<file path="src/rtl/key_scan_ctrl.sv">
// key_scan_ctrl: round-robin debounce of NKEYS active-low buttons feeding an event FIFO.
// Optional build macro KEY_REPEAT_EN adds auto-repeat events for held keys.
module key_scan_ctrl #(
  parameter int NKEYS      = 4,
  parameter int PRESC      = 50000,
  parameter int DEB_TICKS  = 8,
  parameter int FIFO_DEPTH = 4,
  parameter int REP_DELAY  = 500,
  parameter int REP_RATE   = 100
) (
  input  logic                     clk,
  input  logic                     rst,
  input  logic [NKEYS-1:0]         btn,
  output logic [NKEYS-1:0]         state,
  output logic                     ev_valid,
  input  logic                     ev_ready,
  output logic [$clog2(NKEYS)-1:0] ev_key,
  output logic                     ev_press,
  output logic                     ev_rep,
  output logic                     overflow,
  input  logic                     ovf_clr
);

  localparam int KW = $clog2(NKEYS);
  localparam int PW = $clog2(PRESC);
  localparam int CW = $clog2(DEB_TICKS + 1);
  localparam int AW = $clog2(FIFO_DEPTH);

  if (NKEYS < 2 || NKEYS > 16 || PRESC < 2 ||
      DEB_TICKS < 1 || DEB_TICKS > 255 ||
      FIFO_DEPTH < 2 ||
      (FIFO_DEPTH & (FIFO_DEPTH - 1)) != 0 ||
      REP_DELAY < 1 || REP_RATE < 1) begin : g_bad_param
    $error("key_scan_ctrl: illegal parameter set");
  end

  typedef enum logic {
    S_IDLE,
    S_SCAN
  } st_t;

  typedef struct packed {
    logic          rep;
    logic          press;
    logic [KW-1:0] key;
  } ev_t;

  logic [NKEYS-1:0] r_s1;
  logic [NKEYS-1:0] r_s2;
  logic [PW-1:0]    r_pc;
  st_t              r_st;
  st_t              w_st_nxt;
  logic [KW-1:0]    r_idx;
  logic [KW-1:0]    w_idx_nxt;
  logic             w_tick;
  logic             w_last;
  logic             w_scan;

  logic [NKEYS-1:0] r_state;
  logic [CW-1:0]    r_cnt [NKEYS];
  logic             w_sk;
  logic             w_st;
  logic [CW-1:0]    w_ck;
  logic [CW-1:0]    w_cnt_nxt;
  logic             w_tog;
  logic             w_rpush;
  logic             w_push_req;
  ev_t              w_ev;

  ev_t              r_mem [FIFO_DEPTH];
  logic [AW:0]      r_wp;
  logic [AW:0]      r_rp;
  logic             r_ovf;
  logic             w_empty;
  logic             w_full;
  logic             w_pop;
  logic             w_wr;
  logic             w_drop;
  ev_t              w_head;

  always_ff @(posedge clk or posedge rst) begin
    if (rst) begin
      r_s1 <= '0;
      r_s2 <= '0;
    end else begin
      r_s1 <= ~btn;
      r_s2 <= r_s1;
    end
  end

  assign w_tick = (r_pc == PW'(PRESC - 1));

  always_ff @(posedge clk or posedge rst) begin
    if (rst) begin
      r_pc <= '0;
    end else if (w_tick) begin
      r_pc <= '0;
    end else begin
      r_pc <= r_pc + 1'b1;
    end
  end

  assign w_last = (r_idx == KW'(NKEYS - 1));

  // A tick landing on the last key restarts the scan so no tick is lost.
  always_comb begin
    w_st_nxt  = r_st;
    w_idx_nxt = r_idx;
    w_scan    = 1'b0;
    case (r_st)
      S_IDLE: begin
        w_idx_nxt = '0;
        if (w_tick) begin
          w_st_nxt = S_SCAN;
        end
      end
      S_SCAN: begin
        w_scan = 1'b1;
        if (w_last) begin
          w_idx_nxt = '0;
          w_st_nxt  = w_tick ? S_SCAN : S_IDLE;
        end else begin
          w_idx_nxt = r_idx + 1'b1;
        end
      end
      default: begin
        w_st_nxt  = S_IDLE;
        w_idx_nxt = '0;
      end
    endcase
  end

  always_ff @(posedge clk or posedge rst) begin
    if (rst) begin
      r_st  <= S_IDLE;
      r_idx <= '0;
    end else begin
      r_st  <= w_st_nxt;
      r_idx <= w_idx_nxt;
    end
  end

  assign w_sk = r_s2[r_idx];
  assign w_st = r_state[r_idx];
  assign w_ck = r_cnt[r_idx];

  always_comb begin
    w_cnt_nxt = '0;
    w_tog     = 1'b0;
    if (w_sk != w_st) begin
      if (w_ck == CW'(DEB_TICKS - 1)) begin
        w_tog = 1'b1;
      end else begin
        w_cnt_nxt = w_ck + 1'b1;
      end
    end
  end

  always_ff @(posedge clk or posedge rst) begin
    if (rst) begin
      r_state <= '0;
      for (int i = 0; i < NKEYS; i++) begin
        r_cnt[i] <= '0;
      end
    end else if (w_scan) begin
      r_cnt[r_idx] <= w_cnt_nxt;
      if (w_tog) begin
        r_state[r_idx] <= ~w_st;
      end
    end
  end

`ifdef KEY_REPEAT_EN
  localparam int RMAX = (REP_DELAY > REP_RATE) ? REP_DELAY : REP_RATE;
  localparam int RW   = $clog2(RMAX + 1);

  logic [RW-1:0]    r_rcnt [NKEYS];
  logic [NKEYS-1:0] r_ron;
  logic [RW-1:0]    w_rcnt_nxt;
  logic             w_ron_nxt;

  // r_ron marks that the first repeat fired; later repeats use REP_RATE.
  always_comb begin
    w_rcnt_nxt = '0;
    w_ron_nxt  = 1'b0;
    w_rpush    = 1'b0;
    if (w_st && (w_sk == w_st) && (w_ck == '0)) begin
      w_rcnt_nxt = r_rcnt[r_idx] + 1'b1;
      w_ron_nxt  = r_ron[r_idx];
      if (r_ron[r_idx] ? (w_rcnt_nxt == RW'(REP_RATE))
                       : (w_rcnt_nxt == RW'(REP_DELAY))) begin
        w_rpush    = 1'b1;
        w_rcnt_nxt = '0;
        w_ron_nxt  = 1'b1;
      end
    end
  end

  always_ff @(posedge clk or posedge rst) begin
    if (rst) begin
      r_ron <= '0;
      for (int i = 0; i < NKEYS; i++) begin
        r_rcnt[i] <= '0;
      end
    end else if (w_scan) begin
      r_rcnt[r_idx] <= w_rcnt_nxt;
      r_ron[r_idx]  <= w_ron_nxt;
    end
  end
`else
  assign w_rpush = 1'b0;
`endif

  assign w_push_req = w_scan & (w_tog | w_rpush);

  always_comb begin
    w_ev       = '0;
    w_ev.key   = r_idx;
    w_ev.press = w_tog ? ~w_st : 1'b1;
    w_ev.rep   = ~w_tog;
  end

  assign w_empty = (r_wp == r_rp);
  assign w_full  = (r_wp[AW] != r_rp[AW]) &&
                   (r_wp[AW-1:0] == r_rp[AW-1:0]);
  assign w_pop   = ~w_empty & ev_ready;
  assign w_wr    = w_push_req & (~w_full | w_pop);
  assign w_drop  = w_push_req & ~w_wr;

  always_ff @(posedge clk or posedge rst) begin
    if (rst) begin
      r_wp  <= '0;
      r_rp  <= '0;
      r_ovf <= 1'b0;
      for (int i = 0; i < FIFO_DEPTH; i++) begin
        r_mem[i] <= '0;
      end
    end else begin
      if (w_wr) begin
        r_mem[r_wp[AW-1:0]] <= w_ev;
        r_wp                <= r_wp + 1'b1;
      end
      if (w_pop) begin
        r_rp <= r_rp + 1'b1;
      end
      if (w_drop) begin
        r_ovf <= 1'b1;
      end else if (ovf_clr) begin
        r_ovf <= 1'b0;
      end
    end
  end

  assign w_head   = r_mem[r_rp[AW-1:0]];
  assign state    = r_state;
  assign overflow = r_ovf;
  assign ev_valid = ~w_empty;
  assign ev_key   = w_empty ? '0 : w_head.key;
  assign ev_press = w_empty ? 1'b0 : w_head.press;
  assign ev_rep   = w_empty ? 1'b0 : w_head.rep;

endmodule
</file>
<file path="config.mk">
export PLATFORM = sky130hd
export DESIGN_NAME = key_scan_ctrl
export DESIGN_NICKNAME = d
export VERILOG_FILES = /design/src/rtl/key_scan_ctrl.sv
export SDC_FILE = /design/constraint.sdc
export NUM_CORES = 1
export LEC_CHECK = 0
export CAP_MARGIN = 5
export CORE_MARGIN = 1.5
export CORE_UTILIZATION = 59
export DETAILED_ROUTE_END_ITERATION = 10
export PLACE_DENSITY_LB_ADDON = 0.12
export SYNTH_ARGS = -nofsm -noshare
export SYNTH_HDL_FRONTEND = slang
export SYNTH_SLANG_ARGS = --single-unit
</file>
<file path="constraint.sdc">
create_clock -name clk -period 3 [get_ports clk]
set_clock_uncertainty 0.1 [all_clocks]
set_input_delay 0.3 -clock clk [delete_from_list [all_inputs] [get_ports clk]]
set_output_delay 0.3 -clock clk [all_outputs]
set_load 0.01 [all_outputs]
</file>
Word level (Yosys, flattened, before mapping)
Index checks and enable logic that the tools add are counted.

operators by class
  $add $sub $neg = 5
  $lt $le $gt $ge = 7
  equality and inequality tests = 7
  mux-type cells = 36
  bitwise gates (word level) = 15
  reductions and logical operators = 6

operator list
  kind                                                                          number
  16-bit bitwise mux                                                            2
  4-bit two-way mux                                                             8
  16-bit by 1-bit adder with 16-bit output, second input constant               1
  4-bit binary-select mux with 2-bit select                                     2
  4-bit demux with 2-bit select                                                 2
  16-bit equality test, second input constant                                   1
  16-bit two-way mux                                                            1
  1-bit two-way mux                                                             13
  3-bit >= comparator, second input constant                                    3
  2-bit inverter with 3-bit output                                              3
  3-bit by 1-bit adder with 3-bit output, second input constant                 2
  3-bit by 1-bit less-than comparator with 1-bit output, second input constant  2
  1-bit inverter                                                                6
  4-bit by 1-bit adder with 4-bit output, second input constant                 1
  1-bit AND                                                                     4
  1-bit binary-select mux with 2-bit select                                     2
  4-bit bitwise mux                                                             1
  4-bit by 3-bit equality test with 1-bit output, second input constant         1
  1-bit logical AND                                                             4
  2-bit two-way mux                                                             2
  4-bit inverter                                                                1
  2-bit one-hot mux with 2 select lines                                         1
  3-bit equality test                                                           1
  2-bit by 3-bit less-than comparator with 1-bit output, second input constant  1
  other kinds (10)                                                              11

storage, ports and cells
  register bits = 70
  input port bits = 8
  word-level logic and storage cells = 101

Logic depth before layout (Yosys ltp)
  depth in word-level cells = 12
  depth in mapped cells = 8
  gate-level depth less buffers = 7

Worst setup path after synthesis
Ideal clock, no wire load.

  path kind = register to register
  start = reg r_idx[1]
  end = reg r_mem[0] (netlist name)
  library setup time = 125 ps
  arrival time = 2,340 ps
  setup slack = 435 ps
  stages on the path, launching flop included = 9
  path buffers = 1
  period minus slack after synthesis = 2,565 ps
  path through = dfrtp_1 > buf_2 > mux4_2 > ha_1 > nand2_1 > o22ai_1 > nand4_4 > nor2_4 > mux2_2

between the ends
  longest elaborated chain between the ends = 9
  elaborated cells between the ends (all ways) = 14

RTL lines
  element                                                 RTL line  source
  start, declared                                         53        logic [KW-1:0] r_idx;
  start signal, assigned                                  139       r_idx <= w_idx_nxt;
  2-bit inverter with 3-bit output (not written as such)  145       assign w_ck = r_cnt[r_idx];
  4-bit binary-select mux with 2-bit select               145
  4-bit two-way mux (not written as such) (2 in series)   145
  4-bit by 3-bit equality test with 1-bit output          151       if (w_ck == CW'(DEB_TICKS - 1)) begin
  1-bit two-way mux                                       151
  1-bit two-way mux (*)                                   150       if (w_sk != w_st) begin
  1-bit AND (*)                                           214       assign w_push_req = w_scan & (w_tog | w_rpush);
  1-bit AND (*)                                           227       assign w_wr = w_push_req & (~w_full | w_pop);
  end signal, assigned by index                           240       r_mem[r_wp[AW-1:0]] <= w_ev;
  end, declared                                           70        ev_t r_mem [FIFO_DEPTH];

Every way passes the cells marked *; elsewhere a longest branch is shown, timed or not. The select of a mux whose other input is x is not followed.
A chain may end at the register's enable or synchronous reset.

Worst setup path after layout
  start = reg r_idx[1]
  end = reg r_state[3], in the netlist state[3]

between the ends
  longest elaborated chain between the ends = 8
  elaborated cells between the ends (all ways) = 20

RTL lines
  element                                                 RTL line  source
  2-bit inverter with 3-bit output (not written as such)  145
  4-bit binary-select mux with 2-bit select               145
  4-bit two-way mux (not written as such) (2 in series)   145
  4-bit by 3-bit equality test with 1-bit output          151
  1-bit two-way mux                                       151
  1-bit two-way mux                                       150
  2-bit AND reduction (no line)                           -
  end signal, assigned by index                           168       r_state[r_idx] <= ~w_st;
  end, declared                                           59        logic [NKEYS-1:0] r_state;

Parallel ways exist; a longest one is shown, timed or not. The select of a mux whose other input is x is not followed.

==> impl_metrics.ini <==
[placement]
pre_cts_setup_slack_ns = 0.3776
gpl.final_weighted_congestion = 0.8660
place.detailed.hpwl_um = 4067
port-buffer-count = 17

[finish]
layout.filler_cells = 379
nets = 314
mostFrequentLayoutCell = sky130_fd_sc_hd__dfrtp_1
commonest_cells_after_routing_fill_and_taps_aside = sky130_fd_sc_hd__dfrtp_1, sky130_fd_sc_hd__nand2_1, sky130_fd_sc_hd__mux2_2
areaGrowthSynthToFinish_pct = 13.70
fraction_of_final_layout_cells_with_drive_strength_greater_than_1_pct = 17.79
antenna_cells_inserted = 0

[die]
core-area_um2 = 5238
start_util_pct = 62.59
rows = 26
die_height_um = 77.54
pin_count = 18
die_x_um = 77.54
floorplan.die_area_um2 = 6012

[route]
drt-vias-per-instance = 5.668
drt_pre_antenna_iters = 4
dr_total_vias = 2086
wl_per_cell_um = 16.26
antenna_left = 0
totalWireLength_um = 5985
drt_drc_violations_left = 0
drt_iter0_markers = 113

[sta]
setup-violations-final = 0
slew-limit-headroom_pct = 50.52
timing.fmax_ghz = 0.3631
min_period_over_period_pct = 91.81
timing.setup.tns_ns = 0
rsz0062_at_grt = no
hold_viol_final = 0
post-route-min-period_ns = 2.754
final_max_slew_viols = 0
setup_ws_ns = 0.2456
worst-slew-pin-transition_ns = 0.7411

[power_and_ir_drop]
p_per_area_nw_per_um2 = 452.2
cellLeakagePower_nw = 1.681
vdd.ir_drop.worst_uv = 502.4

[clocking]
cts_repair_resize_count = 0
ctsHoldBuffers = 0
cts-htree-levels = 3
cts_setup_buffers = 0
clock_sink_count = 70
clk-insertion-delay-late_ns = 0.34
clkTransAtPathRegs_ns = 0.07
max-clock-path-buffers = 2
cts_root_buf = sky130_fd_sc_hd__clkbuf_8
cts-buffers-inserted = 9
tritoncts = done

[worst_setup_path]
path_max_fanout = 6
timing.critical_path.cells = mux4_2 -> ha_1 -> nand2_1 -> o22ai_1 -> nand2_1 -> nor3b_1 -> a31oi_1
timing.critical_path.arrival_ns = 2.83
critical-path-max-stage-delay_ns = 0.56
start_kind = flip-flop
critical_path.endpoint_type = flip-flop
timing.critical_path.slowest_stage_cell = sky130_fd_sc_hd__nor3b_1
crit_top_cell = sky130_fd_sc_hd__nand2_1
timing.setup.critical_path_class = reg2reg
critPathRequiredTime_ns = 3.08

[hold_path]
timing.hold.worst.class = reg2reg

[synthesis]
syn-instance-count = 268
synth_flop_cell = sky130_fd_sc_hd__dfrtp_1
synthesized_area_divided_by_synthesized_cell_count_um2 = 12.23
synth_enable_flop_cells = 0
netlist_area_um2 = 3278
synth_cell_type_count = 38
async_reset_ff_share_pct = 100.0
synth-seq-cells = 70
ys.warnings.count = 0
syn_nets = 287
synth_seq_area_share_pct = 53.44

[status]
outcome = completed

[grt]
antenna_found_initial = 0
vias_in_the_first_global_route = 2052
grt_max_degree = 37
total_routing_usage_reported_by_global_routing_pct = 22.52
wire_length_of_the_first_global_routing_pass_um = 10110
gr-total-overflow = 0

[flow_run]
maxCapViolCount = 0
registers in the layout (all words and copies together) (netlist names), 2 cells and up:
signal,count
r_cnt,16
r_idx,2
r_mem,16
r_pc,16
r_rp,3
r_s1,4
r_s2,4
r_wp,3
state,4
where the power goes:
| part | total, mW | switching, mW | leakage [nW] | internal [mW] |
|---|---|---|---|---|
| combinational | 0.0370 | 0.0238 | 0.650 | 0.0133 |
| clock | 0.698 | 0.323 | 0.0863 | 0.375 |
| sequential | 0.951 | 0.00151 | 0.945 | 0.949 |
| total | 1.69 | 0.349 | 1.68 | 1.34 |
critical path, delay by kind of cell (launching register included):
kind,cells,cell delay (ns)
AO/OA/AOI/OAI,2,0.56
adder cells (fa/ha/maj),1,0.23
flip-flops,1,0.44
multiplexers,1,0.42
AND/OR/NAND/NOR,3,0.84
logic make-up after synthesis:
kind of cell / Yosys count / synth area share [%]
AO/OA/AOI/OAI: 31 / 6.031
buffers and inverters: 18 / 2.137
multiplexers: 31 / 13.66
flip-flops: 70 / 53.44
XOR/XNOR: 21 / 5.840
AND/OR/NAND/NOR: 86 / 14.69
adder cells (fa/ha/maj): 11 / 4.198
per-layer routing:
metal	GRT usage [%]	vias up	part of all wire (%)
met5	0	-	0
met4	11.45	0	2.2
met3	4.235	11	3.2
met2	35.00	43	47
met1	30.38	1034	48
li1	-	998	-
Yosys cell counts (2+ instances only):
cell / count / area (um2)
sky130_fd_sc_hd__dfrtp_1: 70 / 1752
sky130_fd_sc_hd__nand2_1: 33 / 123.9
sky130_fd_sc_hd__mux2_2: 20 / 225.2
sky130_fd_sc_hd__inv_1: 13 / 48.80
sky130_fd_sc_hd__ha_1: 11 / 137.6
sky130_fd_sc_hd__xnor2_1: 11 / 96.34
sky130_fd_sc_hd__mux4_2: 9 / 202.7
sky130_fd_sc_hd__xor2_1: 9 / 78.83
sky130_fd_sc_hd__a31oi_1: 8 / 50.05
sky130_fd_sc_hd__nand3_1: 8 / 40.04
sky130_fd_sc_hd__nor2_1: 8 / 30.03
sky130_fd_sc_hd__o21ai_0: 8 / 40.04
sky130_fd_sc_hd__o31ai_1: 8 / 60.06
sky130_fd_sc_hd__and2_1: 5 / 31.28
sky130_fd_sc_hd__nor2b_1: 5 / 31.28
sky130_fd_sc_hd__nand4b_1: 4 / 35.03
sky130_fd_sc_hd__nor2_4: 4 / 45.04
sky130_fd_sc_hd__nor3_1: 4 / 20.02
sky130_fd_sc_hd__clkbuf_1: 3 / 11.26
sky130_fd_sc_hd__a21oi_1: 2 / 10.01
sky130_fd_sc_hd__and3_1: 2 / 12.51
sky130_fd_sc_hd__buf_2: 2 / 10.01
sky130_fd_sc_hd__mux2i_1: 2 / 20.02
sky130_fd_sc_hd__nand2b_1: 2 / 12.51
sky130_fd_sc_hd__nand4_1: 2 / 12.51
sky130_fd_sc_hd__o22ai_1: 2 / 12.51
sky130_fd_sc_hd__or3_1: 2 / 12.51
final timing paths:
path,from,end,slack [ns],cells past startpoint
max,r_idx[1],state[3],0.25,7
min,r_s1[3],r_s2[3],0.25,0
max reg2reg,r_idx[1],state[3],0.25,7
min reg2reg,r_s1[3],r_s2[3],0.25,0
max in group asynchronous,rst,r_st,1.86,3
min in group asynchronous,rst,r_wp[1],0.30,2
metrics by stage:
stage                     util, %  hold slack, ns  cell area, um2  std cells  total power, mW
after floorplan                 -          0.2312            3278        268           0.9876
after global placement      67.92          0.2322            3557        354            1.006
after detailed placement    67.92          0.2347            3557        354            1.007
after CTS                   71.17          0.2536            3727        368            1.702
after global routing        71.17          0.2518            3727        368            1.742
final                       71.17          0.2496            3727        368            1.686
layout make-up:
cell class	count	area [um2]	area share, %
repair buffers	21	212.7	5.707
flip-flops and latches	70	1752	47.00
well taps	70	87.58	2.350
multi-input cells	180	1456	39.07
inverters	13	48.80	1.309
clock buffers	12	135.1	3.625
clock inverters	2	35.03	0.9399
Note: power is estimated with default switching activity, not from simulation.
